### src/rtl/mem_access_ctrl.sv
// Load/store initiator between the MEM stage and a byte-addressed data RAM.
// Latency: aligned access done 2 cycles after acceptance, misaligned after 1; stall_o holds the pipeline meanwhile.
module mem_access_ctrl (
    input  logic        clk,
    input  logic        rst,
    input  logic        req_i,
    input  logic [2:0]  op_i,
    input  logic [31:0] addr_i,
    input  logic [31:0] wdata_i,
    output logic        stall_o,
    output logic        done_o,
    output logic [31:0] rdata_o,
    output logic        misalign_o,
    output logic        mem_ce_o,
    output logic        mem_we_o,
    output logic [31:0] mem_addr_o,
    output logic [3:0]  mem_sel_o,
    output logic [31:0] mem_data_o,
    input  logic [31:0] mem_data_i
);

    localparam logic [2:0] OP_LB  = 3'b000;
    localparam logic [2:0] OP_LBU = 3'b001;
    localparam logic [2:0] OP_LH  = 3'b010;
    localparam logic [2:0] OP_LHU = 3'b011;
    localparam logic [2:0] OP_LW  = 3'b100;
    localparam logic [2:0] OP_SB  = 3'b101;
    localparam logic [2:0] OP_SH  = 3'b110;
    localparam logic [2:0] OP_SW  = 3'b111;

    typedef enum logic [1:0] {S_IDLE, S_ACCESS, S_RESP} state_t;

    state_t      r_state;
    state_t      w_next;

    logic [2:0]  r_op;
    logic [1:0]  r_k;
    logic        r_mem_ce;
    logic        r_mem_we;
    logic [31:0] r_mem_addr;
    logic [3:0]  r_mem_sel;
    logic [31:0] r_mem_data;
    logic [31:0] r_rdata;
    logic        r_misalign;

    logic        w_is_byte;
    logic        w_is_half;
    logic        w_is_word;
    logic        w_is_store;
    logic        w_misalign;
    logic [3:0]  w_sel;
    logic [31:0] w_wdata;
    logic [7:0]  w_lane_b;
    logic [15:0] w_lane_h;
    logic [31:0] w_load_ext;

    assign w_is_byte  = (op_i == OP_LB) || (op_i == OP_LBU) || (op_i == OP_SB);
    assign w_is_half  = (op_i == OP_LH) || (op_i == OP_LHU) || (op_i == OP_SH);
    assign w_is_word  = (op_i == OP_LW) || (op_i == OP_SW);
    assign w_is_store = (op_i == OP_SB) || (op_i == OP_SH) || (op_i == OP_SW);
    assign w_misalign = (w_is_half && addr_i[0]) || (w_is_word && (addr_i[1:0] != 2'b00));

    always_comb begin
        w_sel   = 4'b1111;
        w_wdata = wdata_i;
        if (w_is_byte) begin
            w_sel   = 4'b0001 << addr_i[1:0];
            w_wdata = {4{wdata_i[7:0]}};
        end else if (w_is_half) begin
            w_sel   = addr_i[1] ? 4'b1100 : 4'b0011;
            w_wdata = {2{wdata_i[15:0]}};
        end
    end

    // Lane selection works from the offset registered at acceptance.
    always_comb begin
        case (r_k)
            2'd0:    w_lane_b = mem_data_i[7:0];
            2'd1:    w_lane_b = mem_data_i[15:8];
            2'd2:    w_lane_b = mem_data_i[23:16];
            default: w_lane_b = mem_data_i[31:24];
        endcase
        w_lane_h = r_k[1] ? mem_data_i[31:16] : mem_data_i[15:0];
        case (r_op)
            OP_LB:   w_load_ext = {{24{w_lane_b[7]}}, w_lane_b};
            OP_LBU:  w_load_ext = {24'd0, w_lane_b};
            OP_LH:   w_load_ext = {{16{w_lane_h[15]}}, w_lane_h};
            OP_LHU:  w_load_ext = {16'd0, w_lane_h};
            OP_LW:   w_load_ext = mem_data_i;
            default: w_load_ext = 32'd0;
        endcase
    end

    always_ff @(posedge clk or posedge rst) begin
        if (rst) r_state <= S_IDLE;
        else     r_state <= w_next;
    end

    always_comb begin
        w_next = r_state;
        case (r_state)
            S_IDLE:   if (req_i) w_next = w_misalign ? S_RESP : S_ACCESS;
            S_ACCESS: w_next = S_RESP;
            default:  w_next = S_IDLE;
        endcase
    end

    always_comb begin
        stall_o = ((r_state == S_IDLE) && req_i) || (r_state == S_ACCESS);
        done_o  = (r_state == S_RESP);
    end

    // RAM drive is registered so the async reset pulls ce/we low mid-access.
    always_ff @(posedge clk or posedge rst) begin
        if (rst) begin
            r_op       <= 3'd0;
            r_k        <= 2'd0;
            r_mem_ce   <= 1'b0;
            r_mem_we   <= 1'b0;
            r_mem_addr <= 32'd0;
            r_mem_sel  <= 4'd0;
            r_mem_data <= 32'd0;
            r_rdata    <= 32'd0;
            r_misalign <= 1'b0;
        end else begin
            case (r_state)
                S_IDLE: begin
                    if (req_i) begin
                        r_op <= op_i;
                        r_k  <= addr_i[1:0];
                        if (w_misalign) begin
                            r_misalign <= 1'b1;
                            r_rdata    <= 32'd0;
                        end else begin
                            r_misalign <= 1'b0;
                            r_mem_ce   <= 1'b1;
                            r_mem_we   <= w_is_store;
                            r_mem_addr <= {addr_i[31:2], 2'b00};
                            r_mem_sel  <= w_sel;
                            r_mem_data <= w_is_store ? w_wdata : 32'd0;
                        end
                    end
                end
                S_ACCESS: begin
                    r_rdata    <= w_load_ext;
                    r_mem_ce   <= 1'b0;
                    r_mem_we   <= 1'b0;
                    r_mem_addr <= 32'd0;
                    r_mem_sel  <= 4'd0;
                    r_mem_data <= 32'd0;
                end
                default: ;
            endcase
        end
    end

    assign rdata_o    = r_rdata;
    assign misalign_o = r_misalign;
    assign mem_ce_o   = r_mem_ce;
    assign mem_we_o   = r_mem_we;
    assign mem_addr_o = r_mem_addr;
    assign mem_sel_o  = r_mem_sel;
    assign mem_data_o = r_mem_data;

endmodule

### config.mk
export PLATFORM = sky130hd
export DESIGN_NAME = mem_access_ctrl
export DESIGN_NICKNAME = d
export VERILOG_FILES = /design/src/rtl/mem_access_ctrl.sv
export SDC_FILE = /design/constraint.sdc
export NUM_CORES = 1
export LEC_CHECK = 0
export ABC_AREA = 1
export BUFFER_PORTS_ARGS = -buffer_cell sky130_fd_sc_hd__buf_2
export CAP_MARGIN = 5
export CELL_PAD_IN_SITES_DETAIL_PLACEMENT = 0
export CELL_PAD_IN_SITES_GLOBAL_PLACEMENT = 1
export CORE_MARGIN = 5
export CORE_UTILIZATION = 32
export CTS_BUF_LIST = sky130_fd_sc_hd__clkbuf_2
export CTS_CLUSTER_DIAMETER = 100
export DETAILED_ROUTE_END_ITERATION = 12
export PLACE_DENSITY_LB_ADDON = 0.1
export SYNTH_ARGS = -nofsm -noshare
export SYNTH_HDL_FRONTEND = slang
export SYNTH_SLANG_ARGS = --single-unit
export TNS_END_PERCENT = 30
### constraint.sdc
create_clock -name clk -period 2.99 [get_ports clk]
set_clock_uncertainty 0.15 [all_clocks]
set_input_delay 0.299 -clock clk [delete_from_list [all_inputs] [get_ports clk]]
set_output_delay 0.299 -clock clk [all_outputs]
set_load 0.05 [all_outputs]
# Word-level counts from Yosys, hierarchy flattened

Index checks and enable logic that the tools add are counted.

Shift operators: 1
Reduce and logical (&&, ||, !) cells: 21
Bitwise operators: 0
Eq/ne operators: 18
Magnitude comparators: 0
Div/mod/pow operators: 0
Multiply operators: 0
Add/subtract/negate cells: 0
Multiplexer cells: 31

Operators with widths:

| operator                                                           | number |
|---|---|
| 32-bit two-way mux                                                 | 9 |
| 32-bit case mux with 2 select lines                                | 3 |
| 32-bit case mux with 5 select lines                                | 1 |
| 8-bit case mux with 3 select lines                                 | 1 |
| 4-bit two-way mux                                                  | 5 |
| 16-bit two-way mux                                                 | 1 |
| 3-bit == test (second input constant)                              | 5 |
| 3-bit by 2-bit == test with 1-bit output (second input constant)   | 4 |
| 1-bit logical OR                                                   | 9 |
| 4-bit case mux with 2 select lines                                 | 1 |
| 3-bit by 1-bit == test with 1-bit output (second input constant)   | 2 |
| 3-bit logical NOT                                                  | 2 |
| 2-bit != test (second input constant)                              | 3 |
| 3-bit AND reduction                                                | 2 |
| 1-bit two-way mux                                                  | 5 |
| 2-bit by 1-bit == test with 1-bit output (second input constant)   | 2 |
| 2-bit == test (second input constant)                              | 2 |
| 2-bit logical NOT                                                  | 2 |
| 2-bit two-way mux                                                  | 2 |
| 1-bit case mux with 2 select lines                                 | 2 |
| 2-bit case mux with 2 select lines                                 | 1 |
| 2-bit nonzero test                                                 | 2 |
| 1-bit by 2-bit << shifter with 4-bit output (first input constant) | 1 |
| 1-bit logical AND                                                  | 3 |
| 2-bit AND reduction                                                | 1 |

Input bits: 102
ROM bits: 0
Memory bits (writable): 0
Output and inout port bits: 105
Bits in latches: 0
Memories: 0
Register bits after elaboration: 110

# Longest topological paths before layout

Depth after elaboration: 9
Depth in mapped cells: 10

# Least setup slack after synthesis

No wires, ideal clock.

Kind: register to register
Start point: register r_state[0]
End point: register r_mem_addr[10] (netlist: mem_addr_o[10])
Setup time: 0.119 ns
Setup slack: 1.170 ns
Buffers on the path: 2
Required time: 2.721 ns
Period minus slack after synthesis: 1.820 ns
Arrival: 1.551 ns
Cell stages (with the launch flop): 10
Path through: dfrtp_1 -> inv_2 -> nor2_2 -> inv_2 -> nand2_1 -> nand2_2 -> buf_6 -> buf_6 -> nand2_1 -> nand2_1

Cells in the longest elaborated chain, start to end: 3

RTL lines:

| element                                                                              | line | RTL |
|---|---|---|
| start, declared                                                                      | 33   | `state_t r_state;` |
| start signal, assigned                                                               | 96   | `else r_state <= w_next;` |
| 2-bit by 1-bit == test with 1-bit output / 2-bit logical NOT (equally long branches) | 126  | `case (r_state)` |
| 2-bit nonzero test (no source line) / 2-bit != test (equally long branches)          | -    |  |
| 3-bit AND reduction (no source line)                                                 | -    |  |
| end signal, assigned                                                                 | 138  | `r_mem_addr <= {addr_i[31:2], 2'b00};` |
| end, declared                                                                        | 40   | `logic [31:0] r_mem_addr;` |

Parallel ways exist; a longest one is shown, timed or not.
A chain may end at the register's enable or synchronous reset.

# Final worst setup path

Start point: register r_k[1]
End point: register r_rdata[9] (netlist: rdata_o[9])

Cells in the longest elaborated chain, start to end: 4

RTL lines:

| element                                 | line | RTL |
|---|---|---|
| start, declared                         | 37   | `logic [1:0] r_k;` |
| start signal, assigned                  | 130  | `r_k <= addr_i[1:0];` |
| 2-bit == test (tied with other cells)   | 77   | `case (r_k)` |
| 8-bit case mux with 3 select lines      | 77   |  |
| 32-bit case mux with 5 select lines (*) | 84   | `case (r_op)` |
| 32-bit case mux with 2 select lines (*) | 126  |  |
| end signal, assigned                    | 145  | `r_rdata <= w_load_ext;` |
| end, declared                           | 43   | `logic [31:0] r_rdata;` |

Mark *: on every way between the ends. The rest lies on a longest branch, timed or not.

==> results.md <==
* Area occupied by multi-input gates at around 0.0025 mm²
* Average cell area after synthesis at 7.22 µm²
* Post-layout utilization of the core at between 40 and 50%
* Final Power at approximately 5.7 mW
* Placed inst area at 0.00679 mm²
* M3 GR Usage at under 10%
* Cell Area, Synth at between 0.005 and 0.006 mm²
* Final HPWL DP at 14000 µm
* Largest net degree at the start of global routing at between 100 and 150
* Number of H-tree levels at 3
* Clock latency at the later pin of the worst-skew pair at approximately 600 ps
* Congestion Overflow GR at 0
* Vertical die dimension at around 140 µm
* Pwr dens at 712 mW/mm²
* Flop2flop setup slack at about 440 ps
* Flop and latch count out of synthesis at about 110
* Drt total wl at between 15000 and 20000 µm
* Number of standard-cell rows in the floorplan at 48
* Number of violations of the max-capacitance limit at 0
* Initial Utilization at ~32%
* Clock input transition at the sequential cells of the worst setup and hold paths at approximately 330 ps
* Worst voltage drop across the vdd grid at approximately 0.33 mV
* Cell count after placement at about 1.2k
* Cell Count, Final, Fillers Out at approximately 1.3k
* Lkg Pwr at about 4.7 nW
* Clock buffers created by TritonCTS at 9
* Floorplan Core Area at between 0.015 and 0.02 mm²
* Antenna violations before repair at 1
* Worst slew margin relative to its limit at just under 60%
* Ports at slightly above 200
* Average detailed-routed wire length per instance at 15.1 µm
* Placer's final routability congestion estimate at slightly below 0.9
* Setup repair after global routing missed its margin: no
* Sort of element at the start of the critical path: flip-flop
* Number of nets in the finished design at around 1.2k
* Type of the most critical hold path: in2async
* Arr. time, crit path at 2990 ps
* Crit path max fanout at 30
* TritonCTS clock tree: yes
* Max Clock Freq at approximately 390 MHz
* Die area at 0.0202 mm²
* Fin crit period at approximately 2500 ps
* Slew Limit Fails at 0
* First-pass GRT wire length at 31500 µm
* Synth-to-layout area growth at 42.8%
* Per-cell via count in the routed design at 4.64
* Vias after detailed routing at 6047
* Post-synth cell types at 22
* Die X at ~140 µm
* Clock Sink Count at roughly 110
* Violation count after the first detailed-route iteration at about 270
* Quantity of gates resized following cts at 0
* Gate count of the mapped netlist at 775
* Count of warnings emitted by yosys at 0
* Pre-antenna DRT Iters at 7
* Routing usage on met1 at 25.3%
* Peak-usage layer in the global routing report: met2
* Design Area, Final at 0.00799 mm²
* GR met2 Demand/Resource at about a third
* Post-detailed-route DRC marker count at 0
* Share of the yosys chip area belonging to registers at approximately half
* Via count of the first global-routing pass at roughly 6.1k
* Data required, critical path at ~3400 ps
* Cell chosen for the clock root: sky130_fd_sc_hd__clkbuf_2
* Final Cycle Share at between 80 and 90%
* Bufs on Longest Clock Path at 2
* Crit Path Class: reg2reg
* Final count of hold timing violations at 0
* Final number of setup-violating endpoints at 0
* Buffers on Ports at 204
* Sort of element at the end of the critical path: flip-flop
* Result of the run: finished clean
* Fin Setup TNS at 0 ps
* Slew at the pin closest to its max-slew limit at approximately 620 ps
* Number of fill cells at about 1.9k
* Combined global-route utilization of all metal layers at around 19%
* Antenna-violating nets left at 0
* Reg area at ~0.0027 mm²
* Fraction of layout instances using a drive strength above 1 at 23.7%
==> sequential cells by signal, summed over array words and instances (netlist names), 2 cells and up <==
signal / flops
mem_addr_o: 30
mem_data_o: 32
mem_sel_o: 4
r_k: 2
r_op: 3
r_state: 2
rdata_o: 32
==> routing by layer <==
metal	share of wire, %	routed length, µm
met1	44	8660
met2	49	9580
met3	5.0	975
met4	2.2	440
met5	0	0
==> critical path: stages, from the launching register on <==
cell and delay [ps]:
sky130_fd_sc_hd__dfrtp_1 440, sky130_fd_sc_hd__buf_4 300, sky130_fd_sc_hd__nand2_1 130, sky130_fd_sc_hd__nand3_1 120
sky130_fd_sc_hd__nand3_1 350, sky130_fd_sc_hd__buf_4 330, sky130_fd_sc_hd__nand3_1 70, sky130_fd_sc_hd__dlygate4sd3_1 540
sky130_fd_sc_hd__nand2_1 50, sky130_fd_sc_hd__nand2_1 60
==> path summary, 6_finish.rpt <==
kind                                     start  cells after the start              to
worst max register to register          r_k[1]                      9      rdata_o[9]
worst min register to register  mem_data_o[15]                      2  mem_data_o[15]
worst min-delay path                       rst                      4   mem_data_o[2]
worst max-delay path                    r_k[1]                      9      rdata_o[9]
max in group asynchronous                  rst                      4      rdata_o[7]
min in group clk                    addr_i[10]                      4  mem_addr_o[10]
==> per-stage QoR <==
step                      hold slack (ps)  worst slack [ps]
after floorplan                       266              1170
after global placement                299               984
after detailed placement              303               968
after CTS                             155               406
after global routing                  151               280
final                                 211               444
==> layout by cell type, fill, tap and decap left out, drive strengths merged <==
cell / count
nor2: 22
nand4: 18
inv: 35
o21ai: 31
diode: 2
conb: 2
clkinvlp: 3
nand2: 405
clkbuf: 10
dfrtp: 108
nand3b: 2
dlygate4sd3: 111
buf: 218
a21oi: 5
o211ai: 5
nand3: 100
clkinv: 2
==> logic make-up (layout without fill, tap and decap cells) <==
kind of cell           after synthesis  after routing  share of synthesized area (%)
AOI/OAI and AO/OA                   41             41                           3.89
DFF                                108            108                           48.3
and+or+nand+nor                    547            547                           41.1
buffers and inverters               78            379                           6.62
other                                1              4                         0.0670
==> cell type report <==
type / instances / share of cell area, %
Tap cell: 225 / 3.52
Clock buffer: 10 / 0.626
Clock inverter: 5 / 0.485
Timing Repair Buffer: 329 / 28.1
Multi-Input combinational cell: 590 / 31.7
Sequential cell: 108 / 33.8
Antenna cell: 2 / 0.0626
Inverter: 35 / 1.69
==> report_power, final <==
group	internal [mW]	switching, mW
registers	1.82	0.191
logic	0.794	2.25
clock network	0.113	0.525
total	2.72	2.97
==> timing repair <==
item                                   4_1_cts  5_1_grt
hold buffers                               111        0
endpoints found under the hold margin      213        0
setup buffers                                0        0
==> Yosys cell counts <==
cell type / number / share of area [%]
sky130_fd_sc_hd__nand4_1: 18 / 2.0
sky130_fd_sc_hd__inv_2: 6 / 0.40
sky130_fd_sc_hd__nand3_1: 94 / 8.4
sky130_fd_sc_hd__nor2_4: 1 / 0.20
sky130_fd_sc_hd__buf_4: 6 / 0.80
sky130_fd_sc_hd__buf_1: 3 / 0.20
sky130_fd_sc_hd__dfrtp_1: 108 / 48
sky130_fd_sc_hd__clkbuf_1: 10 / 0.67
sky130_fd_sc_hd__nor2_1: 17 / 1.1
sky130_fd_sc_hd__nand3b_1: 2 / 0.27
sky130_fd_sc_hd__a21oi_1: 5 / 0.45
sky130_fd_sc_hd__nand2_2: 1 / 0.11
sky130_fd_sc_hd__conb_1: 1 / 0.067
sky130_fd_sc_hd__nor2_2: 4 / 0.45
sky130_fd_sc_hd__nand3_2: 6 / 1.1
sky130_fd_sc_hd__inv_1: 29 / 1.9
sky130_fd_sc_hd__o21ai_0: 31 / 2.8
sky130_fd_sc_hd__buf_2: 20 / 1.8
sky130_fd_sc_hd__nand2_4: 3 / 0.60
sky130_fd_sc_hd__o211ai_1: 5 / 0.67
sky130_fd_sc_hd__nand2_1: 401 / 27
sky130_fd_sc_hd__buf_6: 4 / 0.80
Note: power is estimated with default switching activity, not from simulation.
